File: src/rtl/lif_pkg.sv
// lif_pkg
//   Shared definitions for the leaky integrate-and-fire neuron and its
//   synaptic front end.
//   - CURRENT_W / CURRENT_MAX : width and ceiling of the neuron input current.
//   - syn_state_t             : frame sequencer states of synapse_accumulator.
package lif_pkg;

  localparam int CURRENT_W   = 8;
  localparam int CURRENT_MAX = 255;

  typedef enum logic [1:0] {
    IDLE  = 2'd0,
    ACCUM = 2'd1,
    DONE  = 2'd2
  } syn_state_t;

endpackage

File: src/rtl/synapse_accumulator_if.sv
// synapse_accumulator_if
//   Bundles the synaptic front-end signals.
//   master (driver side): spikes_in, start, wr_en, wr_addr, wr_data out;
//                         current, current_valid, busy in.
//   slave  (accumulator): the mirror image.
interface synapse_accumulator_if #(
  parameter int N_INPUTS = 8,
  parameter int ADDR_W   = $clog2(N_INPUTS)
);

  logic [N_INPUTS-1:0] spikes_in;
  logic                start;
  logic                wr_en;
  logic [ADDR_W-1:0]   wr_addr;
  logic [7:0]          wr_data;
  logic [7:0]          current;
  logic                current_valid;
  logic                busy;

  modport master (
    output spikes_in, start, wr_en, wr_addr, wr_data,
    input  current, current_valid, busy
  );

  modport slave (
    input  spikes_in, start, wr_en, wr_addr, wr_data,
    output current, current_valid, busy
  );

endinterface

File: src/rtl/synapse_weight_rf.sv
// synapse_weight_rf
//   N_INPUTS x 8-bit unsigned weight registers.
//   clk, rst_n          : clock, synchronous active-low reset (weights -> 0).
//   wr_en/wr_addr/wr_data: synchronous write; addresses >= N_INPUTS dropped.
//   rd_addr -> rd_data  : combinational read (value before the current edge).
module synapse_weight_rf #(
  parameter int N_INPUTS = 8,
  parameter int ADDR_W   = $clog2(N_INPUTS)
) (
  input  logic              clk,
  input  logic              rst_n,
  input  logic              wr_en,
  input  logic [ADDR_W-1:0] wr_addr,
  input  logic [7:0]        wr_data,
  input  logic [ADDR_W-1:0] rd_addr,
  output logic [7:0]        rd_data
);

  logic [N_INPUTS-1:0][7:0] weight_vec;
  logic                     wr_in_range;

  // Widen by one bit so the comparison also works when N_INPUTS == 2**ADDR_W.
  assign wr_in_range = ({1'b0, wr_addr} < (ADDR_W+1)'(N_INPUTS));

  generate
    for (genvar gi = 0; gi < N_INPUTS; gi++) begin : gen_weight
      logic [7:0] weight_reg;

      always_ff @(posedge clk) begin
        if (!rst_n) begin
          weight_reg <= 8'd0;
        end else if (wr_en && wr_in_range && (wr_addr == ADDR_W'(gi))) begin
          weight_reg <= wr_data;
        end
      end

      assign weight_vec[gi] = weight_reg;
    end
  endgenerate

  assign rd_data = weight_vec[rd_addr];

endmodule

File: src/rtl/synapse_accumulator.sv
// synapse_accumulator
//   Time-multiplexed weighted spike sum feeding the neuron current input.
//   A start in IDLE snapshots spikes_in, then one input per clock is added
//   (if it spiked) through a single adder; the saturated sum is registered
//   onto current with a one-cycle current_valid pulse.
//   clk, rst_n : clock, synchronous active-low reset.
//   bus        : synapse_accumulator_if slave (spikes_in, start, weight write
//                port in; current, current_valid, busy out).
module synapse_accumulator
  import lif_pkg::*;
#(
  parameter int N_INPUTS = 8,
  parameter int ADDR_W   = $clog2(N_INPUTS)
) (
  input logic                 clk,
  input logic                 rst_n,
  synapse_accumulator_if.slave bus
);

  // One spare bit beyond 8 + ADDR_W so N_INPUTS * 255 can never wrap.
  localparam int ACC_W = CURRENT_W + ADDR_W + 1;

  syn_state_t               state_reg, state_next;
  logic [ADDR_W-1:0]        idx_reg, idx_next;
  logic [ACC_W-1:0]         acc_reg, acc_next;
  logic [N_INPUTS-1:0]      spk_reg, spk_next;
  logic [CURRENT_W-1:0]     current_reg, current_next;
  logic                     valid_reg, valid_next;
  logic [7:0]               weight_rd;

  synapse_weight_rf #(
    .N_INPUTS (N_INPUTS),
    .ADDR_W   (ADDR_W)
  ) u_weight_rf (
    .clk     (clk),
    .rst_n   (rst_n),
    .wr_en   (bus.wr_en),
    .wr_addr (bus.wr_addr),
    .wr_data (bus.wr_data),
    .rd_addr (idx_reg),
    .rd_data (weight_rd)
  );

  always_ff @(posedge clk) begin
    if (!rst_n) begin
      state_reg   <= IDLE;
      idx_reg     <= '0;
      acc_reg     <= '0;
      spk_reg     <= '0;
      current_reg <= '0;
      valid_reg   <= 1'b0;
    end else begin
      state_reg   <= state_next;
      idx_reg     <= idx_next;
      acc_reg     <= acc_next;
      spk_reg     <= spk_next;
      current_reg <= current_next;
      valid_reg   <= valid_next;
    end
  end

  always_comb begin
    state_next   = state_reg;
    idx_next     = idx_reg;
    acc_next     = acc_reg;
    spk_next     = spk_reg;
    current_next = current_reg;
    valid_next   = 1'b0;

    case (state_reg)
      IDLE: begin
        if (bus.start) begin
          spk_next   = bus.spikes_in;
          idx_next   = '0;
          acc_next   = '0;
          state_next = ACCUM;
        end
      end

      ACCUM: begin
        if (spk_reg[idx_reg]) begin
          acc_next = acc_reg + ACC_W'(weight_rd);
        end
        if (idx_reg == ADDR_W'(N_INPUTS-1)) begin
          state_next = DONE;
        end else begin
          idx_next = idx_reg + 1'b1;
        end
      end

      DONE: begin
        current_next = (acc_reg > ACC_W'(CURRENT_MAX)) ? CURRENT_W'(CURRENT_MAX)
                                                       : acc_reg[CURRENT_W-1:0];
        valid_next   = 1'b1;
        state_next   = IDLE;
      end

      default: begin
        state_next = IDLE;
      end
    endcase
  end

  assign bus.current       = current_reg;
  assign bus.current_valid = valid_reg;
  assign bus.busy          = (state_reg != IDLE);

endmodule

File: src/flat_wrapper.sv
// flat-port wrapper written by rule: the top's interface ports become plain ports
module synapse_accumulator_flat import lif_pkg::*;
#(
  parameter int N_INPUTS = 8,
  parameter int ADDR_W   = $clog2(N_INPUTS)
)
  (clk, rst_n, bus_spikes_in, bus_start, bus_wr_en, bus_wr_addr, bus_wr_data, bus_current, bus_current_valid, bus_busy);
  synapse_accumulator_if #(.N_INPUTS(N_INPUTS), .ADDR_W(ADDR_W)) bus_i ();
  input logic clk;
  input logic rst_n;
  input wire logic [$bits(bus_i.spikes_in)-1:0] bus_spikes_in;
  input wire logic [$bits(bus_i.start)-1:0] bus_start;
  input wire logic [$bits(bus_i.wr_en)-1:0] bus_wr_en;
  input wire logic [$bits(bus_i.wr_addr)-1:0] bus_wr_addr;
  input wire logic [$bits(bus_i.wr_data)-1:0] bus_wr_data;
  output wire logic [$bits(bus_i.current)-1:0] bus_current;
  output wire logic [$bits(bus_i.current_valid)-1:0] bus_current_valid;
  output wire logic [$bits(bus_i.busy)-1:0] bus_busy;
  assign bus_i.spikes_in = bus_spikes_in;
  assign bus_i.start = bus_start;
  assign bus_i.wr_en = bus_wr_en;
  assign bus_i.wr_addr = bus_wr_addr;
  assign bus_i.wr_data = bus_wr_data;
  assign bus_current = bus_i.current;
  assign bus_current_valid = bus_i.current_valid;
  assign bus_busy = bus_i.busy;
  synapse_accumulator #(.N_INPUTS(N_INPUTS), .ADDR_W(ADDR_W)) u_core (.clk(clk), .rst_n(rst_n), .bus(bus_i));
endmodule
File: config.mk
export PLATFORM = sky130hd
export DESIGN_NAME = synapse_accumulator_flat
export DESIGN_NICKNAME = d
export VERILOG_FILES = /design/src/rtl/lif_pkg.sv /design/src/rtl/synapse_accumulator_if.sv /design/src/rtl/synapse_weight_rf.sv /design/src/rtl/synapse_accumulator.sv /design/src/flat_wrapper.sv
export SDC_FILE = /design/constraint.sdc
export NUM_CORES = 1
export LEC_CHECK = 0
export ABC_CLOCK_PERIOD_IN_PS = 3460
export BUFFER_PORTS_ARGS = -buffer_cell sky130_fd_sc_hd__buf_2
export CORE_AREA = 2 2 93 95
export CTS_CLUSTER_DIAMETER = 120
export DETAILED_ROUTE_END_ITERATION = 8
export DIE_AREA = 0 0 95 97
export PLACE_DENSITY = 0.84
export RECOVER_POWER = 25
export SETUP_SLACK_MARGIN = 0.05
export SLEW_MARGIN = 20
export SYNTH_ARGS = -nofsm -noshare
export SYNTH_HDL_FRONTEND = slang
export SYNTH_HIERARCHICAL = 1
export SYNTH_SLANG_ARGS = --single-unit
File: constraint.sdc
create_clock -name clk -period 3.46 [get_ports clk]
set_clock_uncertainty 0.1 [all_clocks]
set_input_delay 0.346 -clock clk [delete_from_list [all_inputs] [get_ports clk]]
set_output_delay 0.346 -clock clk [all_outputs]
set_load 0.03 [all_outputs]
# Word-level counts from Yosys, hierarchy flattened
# Index checks and enable logic that the tools add are counted.
# totals
register_bits	98
out_inout_bits	10
wordCells	63
# classes
n_addsub	2
n_lt_le_gt_ge	2
n_eq_ne	14
mux	15
reduce_logical	16
# ops
operator	n
$bmux 8 s3	1
$mux 12	2
$pmux 12 s2	1
$mux 8	2
$eq 3x3->1 const B	5
$add 12x8->12	1
$gt 12x8->1 const B	1
$logic_and 1x1->1	8
$eq 3x2->1 const B	2
$mux 3	2
$pmux 3 s2	1
$reduce_and 3->1	2
$lt 3x4->1 const B	1
$mux 2	2
$ne 2x1->1 const B	2
$ne 2x2->1 const B	2
$pmux 2 s2	1
$reduce_and 2->1	2
$reduce_bool 2->1	2
$add 3x1->3 const B	1
$bmux 1 s3	1
$eq 3x1->1 const B	1
$logic_not 3->1	1
$eq 2x1->1 const B	1
3 further kinds	4

# Depth between registers and ports, before layout
# Gate-level depths: netlist of the first run.
# logic_depth
ltp_word	5
depth_mapped	11

# Hierarchy
# Netlist of the first run, hierarchy kept.
# by_module_without_submodules
module	instances	cells_each	area_per_inst_um2	seq_area_each_um2
synapse_weight_rf	1	301	3061.7	1281.2
synapse_accumulator	1	187	1731.7	680.7

# Worst setup path after synthesis of the first run
# Ideal clock, no wire load.
# synth_timing
path_kind	reg2reg
start	register u_core.idx_reg[0]
end	register u_core.acc_reg[8]
setup_ns	0.122
arrival_time_ns	2.779
t_required_ns	3.238
setup_slack_ns	0.459
stages_incl_launch_ff	11
n_path_buf	1
synth_period_minus_slack_ns	3.001
cell_sequence	dfxtp_1 buf_2 mux4_1 mux2_2 ha_1 fa_1 a21oi_1 o211ai_1 a31oi_1 or3_2 a21oi_1
# synth_via
elab_chain_cells	5
elab_cells_between_ends	9
cone_classes	add/sub: 1; eq/ne: 1; mux: 6; reduce/logical: 1
# synth_lines
element	line_no	text
from (decl)	synapse_accumulator.sv:24	logic [ADDR_W-1:0] idx_reg, idx_next;
from (signal assigned)	synapse_accumulator.sv:54	idx_reg <= idx_next;
$bmux 8 s3	synapse_weight_rf.sv:41	assign rd_data = weight_vec[rd_addr];
$mux 8 (not written as such)	synapse_weight_rf.sv:41	
via u_core.weight_rd[0]	synapse_accumulator.sv:29	logic [7:0] weight_rd;
$add 12x8->12	synapse_accumulator.sv:82	acc_next = acc_reg + ACC_W'(weight_rd);
$mux 12	synapse_accumulator.sv:81	if (spk_reg[idx_reg]) begin
$pmux 12 s2	synapse_accumulator.sv:70	case (state_reg)
to (signal assigned)	synapse_accumulator.sv:55	acc_reg <= acc_next;
to (decl)	synapse_accumulator.sv:25	logic [ACC_W-1:0] acc_reg, acc_next;
# The timed path passes the listed nets, and every way through them passes these cells. The select of a mux whose other input is x is not followed.
# A chain may end at the register's enable or synchronous reset.

# Worst setup path after layout of the first run
# Ends and elaborated chain as after synthesis.

==> results.md, run 1 <==
- Adder-Cell Fraction of Synth Area: under 10%
- Clock Sinks: a little under 100
- Post-CTS Repair Setup Buffers: 0
- Setup TNS: 0 ns
- DR vias/cell: about 5.9
- Core footprint: between 0.008 and 0.009 sq mm
- Final period utilization: 92.8%
- Final Hold Vio Count: 0
- Cell mode on critical path: a21oi_1
- XOR/XNOR Fraction of Synth Area: 0.914%
- Die H: just under 100 microns
- Final WL: ~10,000 microns
- Final GP Congestion: between 0.8 and 0.9
- Worst Hold Class: in2reg
- Post-synth top area share: 40.9%
- Simple-gate share of the synthesized area: between 10% and 20%
- First-pass GRT wire length: about 16,000 microns
- Pleak: approximately 1.9 nW
- Largest family of logic cells by synthesized area: simple AND/OR/NAND/NOR gates
- Nets in the synthesized netlist: between 500 and 600
- Syn Area/Cell: ~10 sq um
- Total gr overflow: 0
- # DRC: 0
- Register area share after synthesis: 40.9%
- TritonCTS Buffers: 9
- Row count: 33
- Area delta synth->final: 7.67%
- Total design power: about 2.1 mW
- Clk pin slew, worst setup/hold paths: roughly 0.1 ns
- Synth unique cells: 57
- Startpoint Class: flop
- Critical path type: reg2reg
- EDFF count, synth: 0
- Crit path cell chain: mux4_1, mux2_2, ha_1, fa_1, a21oi_1, o211ai_1, a31oi_1, o21ai_0, a21oi_1
- Worst slew pin tran: ~1.9 ns
- Largest net degree at the start of global routing: 59
- Hold-fix buffers, CTS: 0
- Max Fclk: between 0.3 and 0.4 GHz
- Port bufs: 32
- Top cells by area, synth: dfxtp_1 (41%), nand2_1 (8.8%), mux4_1 (8.8%)
- Yosys reg bits: between 90 and 100
- Final min period: between 3 and 4 ns
- Clk root buf: clkbuf_8
- Vias in the first global route: about 3,400
- Mux cell area share after synthesis: between 10% and 20%
- Status: finished with violations
- Antenna violations before repair: 0
- Most used DFF post-synth: dfxtp_1
- Layout cells sized above 1: between 10% and 20%
- TritonRoute pass-1 iters: 4
- CTS resizes: 0
- Antenna diode count: 0
- WP data required: between 3 and 4 ns
- Critical-path top delay cell: mux4_1
- Crit path DAT: roughly 3.4 ns
- Post-synth ARST share: 0%
- Most common cell after layout, fill and taps aside: nand2_1
- Via count: 3,611
- Worst-skew pair later-pin latency: between 0.3 and 0.4 ns
- CTS tree: done
- Largest area contributor in the netlist: dfxtp_1
- Syn Inst Count: slightly below 500
- Post-DRT Antenna Nets: 0
- Worst vdd ir: roughly 0.00026 V
- RSZ-0062 raised after global routing: false
- Max-capacitance violation count: 1
- Placed insts: ~600
- Hpwl dp: between 7000 and 8000 microns
- Synth Area in Compound Gates: between 10% and 20%
- Top Ports: 33
- CP endpoint kind: flop
- Most frequent cells in the layout: nand2_1 (113), dfxtp_1 (98), a21boi_0 (48)
- Clock Tree Buf Depth: 2
- Largest register FFs: 64
- DIE WIDTH: ~95 microns
- Final setup vio count: 0
- Worst-path fanout max: 8
- Initial Util: about three fifths
- Synth Cell Area: between 0.004 and 0.005 sq mm
- Die area: between 0.009 and 0.01 sq mm
- Routed len/inst: 16.6 microns
- Slew HR: -29.2%
- Failing checks: max-capacitance violations, max-slew violations
- Crit-path max cell delay: 0.59 ns
- Final nets: 534
- Count of pins over their slew limit: just under 60
- Power per cell area: slightly above 400 mW/mm^2
- CTS H-tree depth: 3
- Global-route usage over all layers: 22.7%
- Final non-filler cell total: 610
- Syn. warnings: 6
- DRT iter0 DRCs: 235
[path summary, 6_finish.rpt]
kind / start / endpoint / slack, ns / cells after the start
max: u_core/idx_reg[0]$_SDFFE_PN0P_ / u_core/acc_reg[8]$_SDFFE_PN0P_ / 0.25 / 9
min: bus_spikes_in[2] / u_core/spk_reg[2]$_SDFFE_PN0P_ / 0.13 / 3
max reg2reg: u_core/idx_reg[0]$_SDFFE_PN0P_ / u_core/acc_reg[8]$_SDFFE_PN0P_ / 0.25 / 9
min reg2reg: u_core/u_weight_rf/gen_weight[5].weight_reg[0]$_SDFFE_PN0P_ / u_core/u_weight_rf/gen_weight[5].weight_reg[0]$_SDFFE_PN0P_ / 0.37 / 2
[kinds of logic (layout without fill, tap and decap cells)]
logic type,count (synthesis),count (layout)
multiplexers,50,50
AO/OA/AOI/OAI,92,92
AND/OR/NAND/NOR,190,190
XOR/XNOR,5,5
adder cells (fa/ha/maj),11,11
buffers and inverters,42,59
flip-flops,98,98
[layout make-up]
type | count | area [sq um]
flip-flops and latches | 98 | 1960
inverters | 3 | 11.3
well taps | 105 | 131
fillers | 621 | 2970
multi-input cells | 348 | 2640
clock inverters | 7 | 78.8
repair buffers | 40 | 213
clock buffers | 9 | 124
[cells in the mapped netlist, drive strengths merged (2+ instances only)]
master and count:
nand2 113, dfxtp 98, a21boi 50, nor2b 31
clkbuf 24, mux2i 24, mux4 18, buf 15
ha 10, a21oi 9, mux2 8, nor2 8
o221a 8, and2 6, nand3 6, o21ai 5
a31oi 3, and4b 3, inv 3, nand4b 3
xnor2 3, a21o 2, a22oi 2, and3 2
nor3 2, nor3b 2, nor4bb 2, o31ai 2
or4b 2, xor2 2
[routing by layer]
metal | part of all wire (%) | GRT usage (%) | up-vias
met4 | 2.1 | 9.25 | 0
met1 | 44 | 29.2 | 1733
met5 | 0 | 0 | -
met2 | 49 | 37.5 | 97
li1 | - | - | 1757
met3 | 4.6 | 3.97 | 24
[worst max-delay path, delay by kind of cell (launching register included)]
family,cells,cell delay [ns]
AOI/OAI and AO/OA,5,0.98
adders and majority gates,2,0.63
DFF,1,0.57
muxes,2,0.88
[metrics by stage]
stage	area (sq um)	hold slack (ns)	util [%]	setup WS, ns
2_1_floorplan	4790	0.339	-	0.459
3_3_place_gp	4980	0.347	61.3	0.446
3_5_place_dp	4980	0.356	61.3	0.296
4_1_cts	5190	0.116	63.8	0.278
5_1_grt	5160	0.134	63.5	0.0595
6_report	5160	0.131	63.5	0.248
[power by group]
part / total (mW) / leakage [nW] / internal, mW / switching (mW)
sequential: 1.17 / 0.793 / 1.15 / 0.0173
combinational: 0.179 / 1.02 / 0.0769 / 0.102
clock: 0.754 / 0.0973 / 0.340 / 0.414
total: 2.10 / 1.91 / 1.57 / 0.533
(Power assumes the default switching activity.)
==> run 2, diff against run 1 <==
- CORE_AREA: 2 2 93 95 -> 2 2 103 85
- DIE_AREA: 0 0 95 97 -> 0 0 105 87
- PLACE_DENSITY: 0.84 -> default
- PLACE_DENSITY_LB_ADDON: default -> 0.2
==> results.md, run 2 (synthesized netlist as in run 1, its figures left out) <==
- Status: finished clean
- Routed len/inst: 17.2 microns (+3.6%)
- DIE WIDTH: 105 microns (+11%)
- Port bufs: 32 (unchanged)
- Post-DRT Antenna Nets: 0 (unchanged)
- CTS tree: done
- Power per cell area: 398 mW/mm^2 (-2.4%)
- Worst-skew pair later-pin latency: 0.37 ns (about the same)
- Most common cell after layout, fill and taps aside: nand2_1
- Worst-path fanout max: 17 (+9)
- Via count: 3,600 (-0.30%)
- TritonCTS Buffers: 9 (unchanged)
- Layout cells sized above 1: 14.9% (+0.79 points)
- Largest register FFs: 64 (unchanged)
- Area delta synth->final: 7.94%
- Post-CTS Repair Setup Buffers: 0 (unchanged)
- Sw Share: 25.6% (+0.25 points)
- Largest net degree at the start of global routing: 61 (+3.4%)
- Final WL: 10,600 microns (+4.8%)
- Final period utilization: 92.0% (-0.86 points)
- FF-to-FF End: u_core/acc_reg[11]$_SDFFE_PN0P_
- Initial Util: 58.6% (-0.35 points)
- Final min period: 3.18 ns (-0.0299 ns)
- Final Hold Vio Count: 0 (unchanged)
- RSZ-0062 raised after global routing: false
- Startpoint Class: flop
- First-pass GRT wire length: 17,300 microns (+4.9%)
- TritonRoute pass-1 iters: 4 (unchanged)
- CTS H-tree depth: 3 (unchanged)
- Clk root buf: clkbuf_8
- # DRC: 0 (unchanged)
- Max Fclk: 0.314 GHz (+0.94%)
- Die H: 87 microns (-10%)
- Sequential Power Share: 56.8% (+1.2 points)
- Clock power share: 34.6% (-1.3 points)
- RR Startpoint: u_core/idx_reg[2]$_SDFFE_PN0P_
- Internal power: 1.53 mW (-2.5%)
- Max-capacitance violation count: 0 (-1)
- Global-route usage over all layers: 24.4% (+1.7 points)
- Hpwl dp: 7430 microns (+6.1%)
- Setup TNS: 0 ns (unchanged)
- Combinational share of power: 8.6% (about the same)
- Row count: 30 (-9.1%)
- Critical Path Start: u_core/idx_reg[2]$_SDFFE_PN0P_
- Top Ports: 33 (unchanged)
- Critical path type: reg2reg
- Final GP Congestion: 0.908 (+2.4%)
- Final nets: 534 (unchanged)
- Die area: 0.00914 sq mm (-0.87%)
- Antenna diode count: 0 (unchanged)
- CP endpoint kind: flop
- R2R cell count: 9 (unchanged)
- Final setup vio count: 0 (unchanged)
- Clk pin slew, worst setup/hold paths: 0.10 ns (about the same)
- DRT iter0 DRCs: 119 (-49%)
- Most frequent cells in the layout: nand2_1 (113), dfxtp_1 (98), a21boi_0 (48)
- WP data required: 3.63 ns (-0.03 ns)
- Slew HR: 33.1% (+62 points)
- Worst vdd ir: 0.000188 V (-27%)
- Pleak: 1.91 nW (about the same)
- Worst Hold Class: in2reg
- Vias in the first global route: 3,498 (+2.9%)
- Core footprint: 0.00818 sq mm (+0.60%)
- Count of pins over their slew limit: 0 (-100%)
- Antenna violations before repair: 0 (unchanged)
- Clock Sinks: 98 (unchanged)
- Worst R2R Setup Slack: 0.28 ns (+0.03 ns)
- Final core occ: 63.2% (-0.23 points)
- Psw: 0.527 mW (-1.2%)
- Hold_ws: 0.111 ns (-0.0192 ns)
- DR vias/cell: 5.83 (-1.4%)
- Worst slew pin tran: 1.00 ns (-0.938 ns)
- Critical Path End: u_core/acc_reg[11]$_SDFFE_PN0P_
- Crit path DAT: 3.35 ns (-0.06 ns)
- Total gr overflow: 0 (unchanged)
- Clock Tree Buf Depth: 2 (unchanged)
-- run 2: stage by stage --
step / worst slack [ns] / cells / cell area [sq um] / power, mW
2_1_floorplan: 0.459 / 488 / 4790 / 1.32
3_3_place_gp: 0.407 / 601 / 4990 / 1.37
3_5_place_dp: 0.271 / 601 / 4990 / 1.37
4_1_cts: 0.252 / 617 / 5180 / 2.07
5_1_grt: 0.110 / 617 / 5170 / 2.13
6_report: 0.278 / 617 / 5170 / 2.06
-- run 2: final cells by class --
cell class / instances / area, sq um
Inverter: 3 / 11.3
Timing Repair Buffer: 40 / 214
Clock inverter: 5 / 37.5
Multi-Input combinational cell: 348 / 2660
Tap cell: 112 / 140
Sequential cell: 98 / 1960
Clock buffer: 11 / 151
Fill cell: 743 / 3010
-- run 2: worst min-delay path by stage --
stage	end	slack, ns	from	depth (start not counted)
after floorplan	u_core/u_weight_rf/gen_weight[3].weight_reg[1]$_SDFFE_PN0P_	0.34	u_core/u_weight_rf/gen_weight[3].weight_reg[1]$_SDFFE_PN0P_	2
after global placement	u_core/u_weight_rf/gen_weight[0].weight_reg[3]$_SDFFE_PN0P_	0.35	u_core/u_weight_rf/gen_weight[0].weight_reg[3]$_SDFFE_PN0P_	2
after detailed placement	u_core/u_weight_rf/gen_weight[6].weight_reg[4]$_SDFFE_PN0P_	0.36	u_core/u_weight_rf/gen_weight[6].weight_reg[4]$_SDFFE_PN0P_	2
after CTS	u_core/spk_reg[5]$_SDFFE_PN0P_	0.09	bus_spikes_in[5]	3
after global routing	u_core/spk_reg[7]$_SDFFE_PN0P_	0.11	bus_spikes_in[7]	3
final	u_core/spk_reg[2]$_SDFFE_PN0P_	0.11	bus_spikes_in[2]	3
-- run 2: power groups by stage --
stage	combinational (mW)	clock, mW	sequential, mW
finish	0.177	0.712	1.17
global placement	0.172	0	1.19
CTS	0.177	0.728	1.17
floorplan	0.135	0	1.19
global route	0.195	0.769	1.17
detailed placement	0.177	0	1.19
-- run 2: what timing repair did --
action / CTS / global route
setup endpoints to repair: 0 / 1
gates resized for setup: 0 / 2
hold buffers: 0 / 0
-- run 2: per-layer routing --
| layer | global-route usage (%) | vias up | part of all wire [%] |
|---|---|---|---|
| met2 | 41.2 | 85 | 47 |
| met1 | 31.9 | 1743 | 47 |
| met3 | 4.34 | 14 | 4.8 |
| met4 | 8.73 | 0 | 1.3 |
| li1 | - | 1758 | - |
| met5 | 0 | - | 0 |
-- run 2: critical path: stages, from the launching register on --
cell and delay [ns]:
dfxtp_1 0.42, buf_12 0.19, mux4_1 0.56, mux2_2 0.30
ha_1 0.39, and3_1 0.19, a22o_1 0.18, a2bb2oi_1 0.37
a31oi_1 0.14, a41o_2 0.24
==> run 3, diff against run 2 <==
- BUFFER_PORTS_ARGS: -buffer_cell sky130_fd_sc_hd__buf_2 -> -buffer_cell sky130_fd_sc_hd__buf_4
==> results.md, run 3 (synthesized netlist as in run 1, its figures left out) <==
- Total gr overflow: 0 (unchanged)
- Status: finished clean
- Worst-skew pair later-pin latency: 0.37 ns (about the same)
- Antenna diode count: 0 (unchanged)
- Post-DRT Antenna Nets: 0 (unchanged)
- Die area: 0.00914 sq mm (unchanged)
- Clock power share: 35.6% (+1.0 points)
- Die H: 87 microns (unchanged)
- Worst slew pin tran: 1.02 ns (+0.0145 ns)
- # DRC: 0 (unchanged)
- Global-route usage over all layers: 24.2% (-0.24 points)
- Clock Tree Buf Depth: 2 (unchanged)
- Power per cell area: 400 mW/mm^2 (+0.69%)
- Row count: 30 (unchanged)
- Setup TNS: 0 ns (unchanged)
- Final WL: 10,400 microns (-1.9%)
- Routed len/inst: 17.0 microns (-1.6%)
- Clk root buf: clkbuf_8
- Core footprint: 0.00818 sq mm (unchanged)
- Sequential Power Share: 55.5% (-1.3 points)
- Count of pins over their slew limit: 0 (unchanged)
- Max Fclk: 0.321 GHz (+2.1%)
- Hpwl dp: 7030 microns (-5.4%)
- Crit path DAT: 3.33 ns (-0.02 ns)
- FF/Latch Area: 0.00196 sq mm (about the same)
- Via count: 3,562 (-1.1%)
- Final period utilization: 90.1% (-1.9 points)
- Final GP Congestion: 0.953 (+4.9%)
- Initial Util: 58.6% (unchanged)
- Most frequent cells in the layout: nand2_1 (113), dfxtp_1 (97), a21boi_0 (48)
- Worst Hold Class: in2reg
- DR vias/cell: 5.79 (-0.73%)
- Worst-path fanout max: 20 (+3)
- Final core occ: 64.2% (+0.93 points)
- Met3 global-route usage: 6.58% (+2.2 points)
- GR Util met1: 33.3% (+1.4 points)
- Final nets: 534 (unchanged)
- Total design power: 2.10 mW (+2.2%)
- Antenna violations before repair: 0 (unchanged)
- Final Hold Vio Count: 0 (unchanged)
- Largest net degree at the start of global routing: 69 (+13%)
- Top Ports: 33 (unchanged)
- Most common cell after layout, fill and taps aside: nand2_1
- Largest register FFs: 64 (unchanged)
- First-pass GRT wire length: 17,100 microns (-1.1%)
- Multi-input logic area: 0.00264 sq mm (-0.61%)
- Clk pin slew, worst setup/hold paths: 0.09 ns (about the same)
- WP data required: 3.67 ns (+0.04 ns)
- Startpoint Class: flop
- Critical path type: reg2reg
- Pleak: 1.97 nW (+2.8%)
- Port bufs: 32 (unchanged)
- Routing usage on met2: 37.1% (-4.1 points)
- RSZ-0062 raised after global routing: false
- Internal power: 1.60 mW (+4.6%)
- Layout cells sized above 1: 15.5% (+0.66 points)
- Psw: 0.501 mW (-4.9%)
- Hold_ws: 0.125 ns (+0.0139 ns)
- Vias in the first global route: 3,400 (-2.8%)
- Max-capacitance violation count: 0 (unchanged)
- TritonCTS Buffers: 9 (unchanged)
- Crit path cell chain: buf_12, mux4_1, mux2_2, ha_1, nand3_1, o211ai_1, a31oi_1, or3_2, a21oi_1
- DRT iter0 DRCs: 180 (+51%)
- Critical-path top delay cell: mux4_1
- Combinational share of power: 8.8% (+0.2 points)
- Area delta synth->final: 9.53%
- Crit-path max cell delay: 0.58 ns (+0.02 ns)
- Final setup vio count: 0 (unchanged)
- DIE WIDTH: 105 microns (unchanged)
- Sw Share: 23.9% (-1.8 points)
- Worst vdd ir: 0.000243 V (+29%)
- Final min period: 3.12 ns (-0.0643 ns)
- Clock Sinks: 98 (unchanged)
- Slew HR: 32.1% (-0.97 points)
- TritonRoute pass-1 iters: 5 (+1)
- CP endpoint kind: flop
- Fillers: 720 (-3.1%)
- CTS H-tree depth: 3 (unchanged)
- CTS tree: done
- GR peak layer: met2
==> run 3: area by class of cell <==
type | instances | share of cell area (%)
repair buffers | 40 | 5.74
multi-input cells | 348 | 50.3
clock buffers | 12 | 2.96
inverters | 3 | 0.214
well taps | 112 | 2.67
flip-flops and latches | 98 | 37.4
clock inverters | 2 | 0.715
==> run 3: power by group through the flow <==
stage                     Clock, mW  Sequential [mW]  Combinational, mW
after floorplan                   0             1.19              0.135
after global placement            0             1.19              0.181
after detailed placement          0             1.19              0.187
after CTS                     0.766             1.17              0.187
after global routing          0.815             1.17              0.204
final                         0.749             1.17              0.186
==> run 3: metrics by stage <==
stage	std cells	cell area, sq um	setup WS (ns)
after floorplan	488	4790	0.459
after global placement	601	5070	0.437
after detailed placement	601	5070	0.331
after CTS	615	5270	0.299
after global routing	615	5250	0.112
final	615	5250	0.342
==> run 3: path summary, 6_finish.rpt <==
| path | from | depth (start not counted) | end | slack (ns) |
|---|---|---|---|---|
| worst min-delay path | bus_spikes_in[4] | 3 | u_core/spk_reg[4]$_SDFFE_PN0P_ | 0.13 |
| worst max register to register | u_core/idx_reg[2]$_SDFFE_PN0P_ | 9 | u_core/acc_reg[8]$_SDFFE_PN0P_ | 0.34 |
| worst max-delay path | u_core/idx_reg[2]$_SDFFE_PN0P_ | 9 | u_core/acc_reg[8]$_SDFFE_PN0P_ | 0.34 |
| worst min register to register | u_core/spk_reg[4]$_SDFFE_PN0P_ | 2 | u_core/spk_reg[4]$_SDFFE_PN0P_ | 0.37 |
==> run 3: metal layers <==
metal	share of wire [%]	wire length, microns	vias up
li1	-	-	1746
met1	47	4860	1701
met2	46	4750	103
met3	6.3	662	12
met4	1.6	162	0
met5	0	0	-
==> run 3: repair_timing <==
item | in CTS | in global routing
buffers inserted | 0 | 0
hold endpoints to repair | 0 | 0
resized for setup | 0 | 1
hold buffers | 0 | 0
endpoints found under the setup margin | 0 | 1
==> run 3: worst max-delay path, delay by kind of cell, from the launching register on <==
kind / cells / cell delay [ns]
adders and majority gates: 1 / 0.40
AOI/OAI and AO/OA: 3 / 0.56
buffers and inverters: 1 / 0.18
and+or+nand+nor: 2 / 0.56
muxes: 2 / 0.87
DFF: 1 / 0.36
